## src/rtl/auth_pkg.sv

```systemverilog
// Shared definitions for the authentication message sender: one-hot state
// encoding, setup-packet length and default header/payload sizes.
package auth_pkg;

  localparam int SETUP_BYTES   = 8;
  localparam int HDR_BYTES_DEF = 4;
  localparam int PLD_BYTES_DEF = 28;

  typedef enum logic [5:0] {
    IDLE      = 6'b000001,
    LOAD      = 6'b000010,
    SETUP     = 6'b000100,
    DATA      = 6'b001000,
    WAIT_RESP = 6'b010000,
    DONE      = 6'b100000
  } state_e;

endpackage

```

## src/rtl/auth_timeout_counter.sv

```systemverilog
// Response timeout down-counter: loaded when the last byte leaves, counts
// down while running and reports expiry when it reaches zero.
module auth_timeout_counter #(
  parameter int TMO_W = 32
) (
  input  logic             clk,
  input  logic             reset,
  input  logic             load,
  input  logic [TMO_W-1:0] load_val,
  input  logic             run,
  output logic             expired
);

  logic [TMO_W-1:0] cnt_q;

  always_ff @(posedge clk or posedge reset) begin
    if (reset) begin
      cnt_q <= '0;
    end else if (load) begin
      cnt_q <= load_val;
    end else if (run && (cnt_q != '0)) begin
      cnt_q <= cnt_q - 1'b1;
    end
  end

  assign expired = (cnt_q == '0);

endmodule

```

## src/rtl/auth_msg_sender.sv

```systemverilog
// Sends a USB-style setup packet followed by an authentication message, then
// waits for a response. Define AUTH_TIMEOUT_EN to bound the response wait.
module auth_msg_sender
  import auth_pkg::*;
#(
  parameter int HDR_BYTES = HDR_BYTES_DEF,
  parameter int PLD_BYTES = PLD_BYTES_DEF,
  parameter int TMO_W     = 32
) (
  input  logic                   clk,
  input  logic                   reset,
  input  logic                   msg_valid,
  input  logic [8*HDR_BYTES-1:0] header,
  input  logic [8*PLD_BYTES-1:0] payload,
  input  logic [7:0]             bmRequestType,
  input  logic [7:0]             bRequest,
  input  logic [15:0]            wLength,
  input  logic [TMO_W-1:0]       current_timeout,
  input  logic                   tx_ready,
  input  logic                   resp_valid,
  output logic                   msg_ack,
  output logic [7:0]             tx_data,
  output logic                   tx_valid,
  output logic                   tx_last,
  output logic                   busy_err,
  output logic                   timeout_err
);

  localparam int          TOTAL      = HDR_BYTES + PLD_BYTES;
  localparam int          DW         = 8 * TOTAL;
  localparam int          SW         = 8 * SETUP_BYTES;
  localparam logic [15:0] TOTAL16    = 16'(TOTAL);
  localparam logic [7:0]  TOTAL8     = 8'(TOTAL);
  localparam logic [7:0]  SETUP_LAST = 8'(SETUP_BYTES - 1);

  state_e          state_q, state_d;
  logic [DW-1:0]   data_q, data_d;
  logic [SW-1:0]   setup_q, setup_d;
  logic [15:0]     wlen_q, wlen_d;
  logic [7:0]      nbytes_q, nbytes_d;
  logic [7:0]      cnt_q, cnt_d;
  logic            busy_q;
  logic            load_tmr;
  logic            tmr_expired;
`ifdef AUTH_TIMEOUT_EN
  logic [TMO_W-1:0] tmo_q, tmo_d;
`endif

  always_ff @(posedge clk or posedge reset) begin
    if (reset) begin
      state_q  <= IDLE;
      data_q   <= '0;
      setup_q  <= '0;
      wlen_q   <= '0;
      nbytes_q <= '0;
      cnt_q    <= '0;
      busy_q   <= 1'b0;
`ifdef AUTH_TIMEOUT_EN
      tmo_q    <= '0;
`endif
    end else begin
      state_q  <= state_d;
      data_q   <= data_d;
      setup_q  <= setup_d;
      wlen_q   <= wlen_d;
      nbytes_q <= nbytes_d;
      cnt_q    <= cnt_d;
      busy_q   <= msg_valid && (state_q != IDLE);
`ifdef AUTH_TIMEOUT_EN
      tmo_q    <= tmo_d;
`endif
    end
  end

  // Both byte streams are shift registers: the outgoing byte is always the top one.
  always_comb begin
    state_d  = state_q;
    data_d   = data_q;
    setup_d  = setup_q;
    wlen_d   = wlen_q;
    nbytes_d = nbytes_q;
    cnt_d    = cnt_q;
`ifdef AUTH_TIMEOUT_EN
    tmo_d    = tmo_q;
`endif
    load_tmr = 1'b0;
    tx_valid = 1'b0;
    tx_last  = 1'b0;
    tx_data  = 8'h00;
    msg_ack  = 1'b0;
    case (state_q)
      IDLE: begin
        if (msg_valid) begin
          state_d = LOAD;
          data_d  = {header, payload};
          setup_d = {bmRequestType, bRequest, 32'h0, wLength[7:0], wLength[15:8]};
          wlen_d  = wLength;
`ifdef AUTH_TIMEOUT_EN
          tmo_d   = current_timeout;
`endif
        end
      end
      LOAD: begin
        nbytes_d = (wlen_q < TOTAL16) ? wlen_q[7:0] : TOTAL8;
        cnt_d    = 8'd0;
        state_d  = SETUP;
      end
      SETUP: begin
        tx_valid = 1'b1;
        tx_data  = setup_q[SW-1 -: 8];
        tx_last  = (cnt_q == SETUP_LAST) && (nbytes_q == 8'd0);
        if (tx_ready) begin
          if (cnt_q == SETUP_LAST) begin
            cnt_d = 8'd0;
            if (nbytes_q == 8'd0) begin
              state_d  = WAIT_RESP;
              load_tmr = 1'b1;
            end else begin
              state_d = DATA;
            end
          end else begin
            cnt_d   = cnt_q + 8'd1;
            setup_d = setup_q << 8;
          end
        end
      end
      DATA: begin
        tx_valid = 1'b1;
        tx_data  = data_q[DW-1 -: 8];
        tx_last  = (cnt_q == (nbytes_q - 8'd1));
        if (tx_ready) begin
          if (tx_last) begin
            state_d  = WAIT_RESP;
            load_tmr = 1'b1;
          end else begin
            cnt_d  = cnt_q + 8'd1;
            data_d = data_q << 8;
          end
        end
      end
      WAIT_RESP: begin
        // A response arriving on the expiry cycle still counts.
        if (resp_valid) begin
          state_d = DONE;
        end else if (tmr_expired) begin
          state_d = IDLE;
        end
      end
      DONE: begin
        msg_ack = 1'b1;
        state_d = IDLE;
      end
      default: state_d = IDLE;
    endcase
  end

  assign busy_err = busy_q;

`ifdef AUTH_TIMEOUT_EN
  auth_timeout_counter #(
    .TMO_W(TMO_W)
  ) u_timeout (
    .clk     (clk),
    .reset   (reset),
    .load    (load_tmr),
    .load_val(tmo_q),
    .run     (state_q == WAIT_RESP),
    .expired (tmr_expired)
  );

  assign timeout_err = (state_q == WAIT_RESP) && tmr_expired && !resp_valid;
`else
  logic unused_tmo;
  assign unused_tmo  = ^{current_timeout, load_tmr};
  assign tmr_expired = 1'b0;
  assign timeout_err = 1'b0;
`endif

endmodule

```

## config.mk

```make
export PLATFORM = sky130hd
export DESIGN_NAME = auth_msg_sender
export DESIGN_NICKNAME = d
export VERILOG_FILES = /design/src/rtl/auth_pkg.sv /design/src/rtl/auth_timeout_counter.sv /design/src/rtl/auth_msg_sender.sv
export SDC_FILE = /design/constraint.sdc
export NUM_CORES = 1
export LEC_CHECK = 0
export CAP_MARGIN = 10
export CELL_PAD_IN_SITES_DETAIL_PLACEMENT = 1
export CELL_PAD_IN_SITES_GLOBAL_PLACEMENT = 2
export CORE_UTILIZATION = 43
export DETAILED_ROUTE_END_ITERATION = 10
export DONT_BUFFER_PORTS = 1
export GPL_ROUTABILITY_DRIVEN = 0
export GPL_TIMING_DRIVEN = 0
export PLACE_DENSITY_LB_ADDON = 0.08
export SLEW_MARGIN = 5
export SYNTH_ARGS = -nofsm -noshare
export SYNTH_HDL_FRONTEND = slang
export SYNTH_HIERARCHICAL = 1
export SYNTH_SLANG_ARGS = --single-unit
```

## constraint.sdc

```tcl
create_clock -name clk -period 25.5 [get_ports clk]
set_input_delay 5.1 -clock clk [delete_from_list [all_inputs] [get_ports clk]]
set_output_delay 5.1 -clock clk [all_outputs]
set_load 0.01 [all_outputs]
```

==> results of run 1 <==
[layout make-up]
type                       instances  area share [%]
clock inverter                     9           0.738
antenna                            3          0.0366
inverter                          11           0.238
clock buffer                      64            6.41
buffer                           120            3.16
tap                              539            3.29
multi-input combinational       1375            42.0
timing repair buffer               3           0.402
sequential                       359            43.8
[cells in the mapped netlist (4+ instances only)]
| cell type | n | area (µm²) |
|---|---|---|
| a21oi_1 | 8 | 40.0 |
| a22o_1 | 27 | 236 |
| a31oi_1 | 28 | 175 |
| and2_1 | 4 | 25.0 |
| buf_2 | 5 | 25.0 |
| buf_6 | 25 | 282 |
| clkbuf_1 | 86 | 323 |
| dfrtp_1 | 358 | 8960 |
| inv_1 | 11 | 41.3 |
| mux2_1 | 28 | 315 |
| mux2_2 | 16 | 180 |
| mux2_4 | 220 | 3300 |
| nand2_1 | 881 | 3310 |
| nand2b_1 | 5 | 31.3 |
| nand3_1 | 38 | 190 |
| nand3b_1 | 4 | 30.0 |
| nor2_1 | 42 | 158 |
| nor2b_1 | 4 | 25.0 |
| nor3_1 | 8 | 40.0 |
| o21ai_0 | 4 | 20.0 |
| xnor2_1 | 4 | 35.0 |
| xor2_1 | 5 | 43.8 |
[per-stage QoR]
stage               cells  total power [µW]  hold slack (ns)
finish               2483              2510            0.471
global placement     2404              1850            0.450
floorplan            1865              1680            0.438
global route         2483              2660            0.493
detailed placement   2407              1880            0.455
CTS                  2480              2540            0.471
[layout by cell type (no fill, tap or decap), types with 25 or more instances in the layout]
cell type and n:
nand2_1 881, dfrtp_1 358, mux2_4 220, clkbuf_1 91, clkbuf_16 43, nor2_1 42
nand3_1 38, a31oi_1 28, mux2_1 28, a22o_1 27, buf_6 25
[worst min-delay path by stage]
stage                                       start                 endpoint  slack, ns  cells after the start
after floorplan           setup_q[16]$_DFFE_PP0P_  setup_q[16]$_DFFE_PP0P_       0.44                      2
after global placement    setup_q[27]$_DFFE_PP0P_  setup_q[27]$_DFFE_PP0P_       0.45                      2
after detailed placement  setup_q[33]$_DFFE_PP0P_  setup_q[33]$_DFFE_PP0P_       0.45                      2
after CTS                 setup_q[33]$_DFFE_PP0P_  setup_q[33]$_DFFE_PP0P_       0.47                      2
after global routing      setup_q[43]$_DFFE_PP0P_  setup_q[43]$_DFFE_PP0P_       0.49                      2
final                     setup_q[43]$_DFFE_PP0P_  setup_q[43]$_DFFE_PP0P_       0.47                      2
[flip-flops by register name (all words and copies together) (netlist names)]
name,count
cnt_q,8
setup_q,64
data_q,256
nbytes_q,8
state_q,6
busy_err,1
wlen_q,16
[logic make-up after synthesis]
logic type	count (synthesis)
xor gates and xnor gates	10
buffers and inverters	131
other	1
muxes	267
adders and majority gates	2
DFF	359
AOI/OAI and AO/OA	88
and+or+nand+nor	1007
[per-layer routing]
layer,routed length (µm),vias to the layer above,share of wire (%)
met5,74,-,0.15
met4,1060,12,2.1
met3,2030,76,4.0
met2,23900,225,47
met1,23600,6342,47
li1,-,6158,-
[tightest hold or removal path: cells and delay by family, from the launching register on]
family / cells / cell delay [ns]
DFF: 1 / 0.34
and+or+nand+nor: 2 / 0.10
[power breakdown]
part	switching, µW	leakage, µW	internal [µW]
Sequential	161	0.00430	833
Clock	244	0.000724	394
Combinational	370	0.00515	509
==> flow_metrics.py, run 1 <==
metrics = {
    "final_layout": {
        "n_fill_cell": 4686,
        "final_area_um2": 20500,
        "final_util_pct": 48.9,
        "final_nets": 2239,
        "syn_to_final_growth_pct": 12.2,
        "seq_area_um2": 8980,
        "multi_input_area_um2": 8610,
        "drive_above_1_share_pct": 17.9,
    },
    "clock_network": {
        "cts_tree": "built",
        "clock_latency_ns": 0.56,
        "root_buffer": "clkbuf_16",
        "clock_path_buffers": 3,
        "cts_setup_buffers": 0,
        "cts_sinks": 359,
        "cts_resized": 0,
        "htreeDepth": 2,
        "cts_made_buffers": 42,
        "hold_buffers": 0,
        "clkTransAtPathRegs_ns": 0.06,
    },
    "worst_setup_path": {
        "slowest_stage": "o31ai_1",
        "arrival_ns": 3.73,
        "worst_r2r_endpoint": "data_q[138]$_DFFE_PP0P_",
        "cpPeakStageDelay_ns": 0.66,
        "crit_buf_inv": 3,
        "reg2reg_slack_ns": 22.21,
        "cp.depth": 6,
        "crit_type": "flip-flop to output port",
        "cp.required_ns": 20.40,
        "ff2ff_path_depth": 12,
        "end_kind": "output port",
        "critPathLaunchType": "flip-flop",
        "crit_family": "buffers and inverters",
        "cp_cell_sequence": "or4_1, or2_2, clkbuf_1, clkbuf_1, clkbuf_1, o31ai_1",
        "crit_start": "state_q[4]$_DFFE_PP0P_",
        "crit_path_frequent_cell": "clkbuf_1",
        "crit_path_end": "tx_last",
        "r2r_start": "nbytes_q[0]$_DFFE_PP0P_",
        "cp_max_fo": 10,
    },
    "sta": {
        "drv_slew": 0,
        "slew_headroom_pct": 34.4,
        "finalSetupTns_ns": 0,
        "fin_crit_ns": 8.83,
        "tightest_slew_ns": 0.981,
        "max_freq_ghz": 0.113,
        "setup_viol": 0,
        "period_share_pct": 34.6,
        "finalClockSkew_ns": 0.0221,
        "hold_viol_final": 0,
        "rsz0062_at_grt": "false",
        "setup_slack_ns": 16.67,
    },
    "power_and_ir_drop": {
        "p_per_area_nw_per_um2": 122,
        "ir_drop_uv": 55.7,
        "p_leak_uw": 0.0102,
    },
    "drt": {
        "firstDrtPassIters": 4,
        "drt_iter0_drc": 626,
        "via_per_inst": 5.16,
        "routed_wl_mm": 50.7,
        "ant_nets": 0,
        "wl_per_cell_um": 20.4,
        "vias": 12800,
        "drcViolationCount": 0,
    },
    "logic_synthesis": {
        "synth-xor-area-share_pct": 0.561,
        "ys_warn_count": 6,
        "syn_inst": 1865,
        "synth_ff_type": "dfrtp_1",
        "synth_compound_area_share_pct": 3.72,
        "synthMuxAreaShare_pct": 20.9,
        "avgSynthCellArea_um2": 9.80,
        "ys_types": 58,
        "syn-num-nets": 2192,
        "yosys.area_share.simple_pct": 21.7,
        "synthArstFlopShare_pct": 100,
        "synthAdderAreaFrac_pct": 0.137,
        "synth-seq-cells": 359,
        "synth_edf_count": 0,
        "synth_top_family_by_area": "simple AND/OR/NAND/NOR gates",
        "syn_area_um2": 18300,
        "yosysSeqAreaShare_pct": 49.1,
    },
    "grt": {
        "grt_pass1_vias": 13800,
        "use_met3_pct": 4.48,
        "track_usage_pct": 23.8,
        "overflow": 0,
        "grt_antenna_before_repair": 9,
        "grt.busiest_layer": "met2",
        "grt_pass1_wl_mm": 80.6,
        "grt_use_met1_pct": 32.5,
        "grt_max_degree": 117,
        "grt_use_met2_pct": 38.8,
    },
    "floorplan": {
        "die_height_um": 208,
        "start_util_pct": 43.6,
        "num_rows": 75,
        "fp.dieArea_um2": 43400,
        "io_pins": 338,
        "core_region_area_um2": 41900,
        "die_w_um": 208,
    },
    "run": {
        "maxCapViolations": 0,
    },
    "place": {
        "placed_cell_area_um2": 19000,
        "port_buffers": 0,
        "pre_cts_ws_ns": 17.20,
        "dpl.hpwl_mm": 37.3,
    },
    "worst_hold_path": {
        "hold_class": "flip-flop to flip-flop",
    },
    "run_status": {
        "status": "finished, final reports clean",
    },
}
Power figures use the tool's default switching activity.
==> inputs of run 2 (changes only) <==
Settings changed: CORE_UTILIZATION 43 to 40.
Clock period 25.5 ns to 8.9 ns, I/O delays scaled along.
==> flow_metrics.py, run 2 (synthesis gave the netlist of run 1 again) <==
metrics = {
    "clock_network": {
        "cts_resized": 0,
        "cts_setup_buffers": 0,
        "clock_latency_ns": 0.58,
        "cts_made_buffers": 43,
        "clock_path_buffers": 3,
        "hold_buffers": 0,
        "root_buffer": "clkbuf_16",
        "cts_sinks": 359,
        "clkTransAtPathRegs_ns": 0.06,
        "cts_tree": "built",
        "htreeDepth": 2,
    },
    "drt": {
        "via_per_inst": 5.08,
        "drt_iter0_drc": 756,
        "vias": 12900,
        "ant_nets": 0,
        "drcViolationCount": 0,
        "routed_wl_mm": 52.2,
        "wl_per_cell_um": 20.5,
        "firstDrtPassIters": 4,
    },
    "sta": {
        "setup_slack_ns": 3.39,
        "rsz0062_at_grt": "false",
        "max_freq_ghz": 0.181,
        "period_share_pct": 61.9,
        "finalSetupTns_ns": 0,
        "setup_viol": 0,
        "drv_slew": 0,
        "finalClockSkew_ns": 0.0249,
        "hold_viol_final": 0,
        "fin_crit_ns": 5.51,
        "slew_headroom_pct": 31.8,
        "tightest_slew_ns": 1.02,
    },
    "floorplan": {
        "io_pins": 338,
        "core_region_area_um2": 44600,
        "num_rows": 77,
        "fp.dieArea_um2": 46600,
        "die_w_um": 216,
        "die_height_um": 216,
        "start_util_pct": 41.0,
    },
    "worst_setup_path": {
        "cp.required_ns": 7.12,
        "crit_start": "state_q[4]$_DFFE_PP0P_",
        "critPathLaunchType": "flip-flop",
        "arrival_ns": 3.73,
        "crit_family": "buffers and inverters",
        "cpPeakStageDelay_ns": 0.64,
        "cp_cell_sequence": "or4_1, or2_2, clkbuf_1, clkbuf_1, clkbuf_1, o31ai_1",
        "crit_type": "flip-flop to output port",
        "crit_buf_inv": 3,
        "r2r_start": "nbytes_q[0]$_DFFE_PP0P_",
        "crit_path_frequent_cell": "clkbuf_1",
        "slowest_stage": "o31ai_1",
        "end_kind": "output port",
        "cp_max_fo": 10,
    },
    "power_and_ir_drop": {
        "power_uw": 7130,
        "p_per_area_nw_per_um2": 346,
        "ir_drop_uv": 173,
        "p_leak_uw": 0.0102,
    },
    "grt": {
        "grt_antenna_before_repair": 11,
        "grt_pass1_wl_mm": 82.9,
        "grt_pass1_vias": 14100,
        "track_usage_pct": 23.0,
        "overflow": 0,
        "grt_max_degree": 40,
    },
    "worst_hold_path": {
        "hold_class": "flip-flop to flip-flop",
        "hp-start": "setup_q[46]$_DFFE_PP0P_",
    },
    "place": {
        "dpl.hpwl_mm": 39.0,
        "pre_cts_ws_ns": 3.88,
        "dp_cells": 2467,
        "port_buffers": 0,
    },
    "final_layout": {
        "stdcell_count": 2546,
        "largest_reg_flops": 256,
        "drive_above_1_share_pct": 17.9,
        "final_nets": 2247,
        "final_cell_mix": "881 x nand2_1, 358 x dfrtp_1, 220 x mux2_4, 100 x clkbuf_1, 43 x clkbuf_16",
        "layout_commonest_cell": "nand2_1",
        "syn_to_final_growth_pct": 12.8,
        "regMostFlops": "data_q",
        "reg_top3": "data_q x256, setup_q x64, wlen_q x16",
    },
    "run": {
        "maxCapViolations": 0,
    },
    "run_status": {
        "status": "finished, final reports clean",
    },
}
run 2: changes by cell type in the layout (fill, tap and decap cells not counted):
cell       change
bufinv_16      -1
diode_2        -1
clkbuf_8       -7
inv_8          -1
clkinv_2       +2
buf_16         -3
buf_12        +10
clkbuf_1       +9
inv_6          +2
run 2: final cells by class:
type	count	area (µm²)
Antenna cell	2	5.00
Fill cell	4992	24000
Multi-Input combinational cell	1375	8610
Clock inverter	11	141
Tap cell	592	741
Sequential cell	359	8980
Timing Repair Buffer	10	200
Buffer	120	648
Inverter	11	45.0
Clock buffer	66	1250
run 2: path summary, 6_finish.rpt:
kind                                            to  slack, ns  cells past startpoint
max reg2reg                 data_q[62]$_DFFE_PP0P_       5.57                     12
max                                        tx_last       3.39                      6
min in group asynchronous  data_q[217]$_DFFE_PP0P_       1.21                      1
min reg2reg                setup_q[46]$_DFFE_PP0P_       0.47                      2
min                        setup_q[46]$_DFFE_PP0P_       0.47                      2
max in group asynchronous   data_q[64]$_DFFE_PP0P_       6.51                      4
run 2: per-layer routing:
| metal | vias up | part of all wire (%) | global-route usage, % |
|---|---|---|---|
| li1 | 6163 | - | - |
| met1 | 6430 | 46 | 31.3 |
| met2 | 231 | 46 | 36.7 |
| met5 | - | 0.25 | 0 |
| met3 | 80 | 5.3 | 5.14 |
| met4 | 20 | 2.1 | 6.41 |
run 2: power breakdown:
part	internal, µW	total (µW)	switching (µW)
combinational	1460	2510	1050
sequential	2390	2850	460
clock	1050	1770	715
run 2: worst min-delay path, cell delays in order (launching register included):
cell and delay (ns):
dfrtp_1 0.34, nand2_1 0.05, nand2_1 0.05
run 2: metrics by stage:
stage	util, %	hold slack, ns	instance area (µm²)
after global placement	42.7	0.451	19000
after CTS	46.2	0.471	20600
after floorplan	-	0.438	18300
final	46.2	0.468	20600
after detailed placement	43.1	0.457	19200
after global routing	46.2	0.486	20600
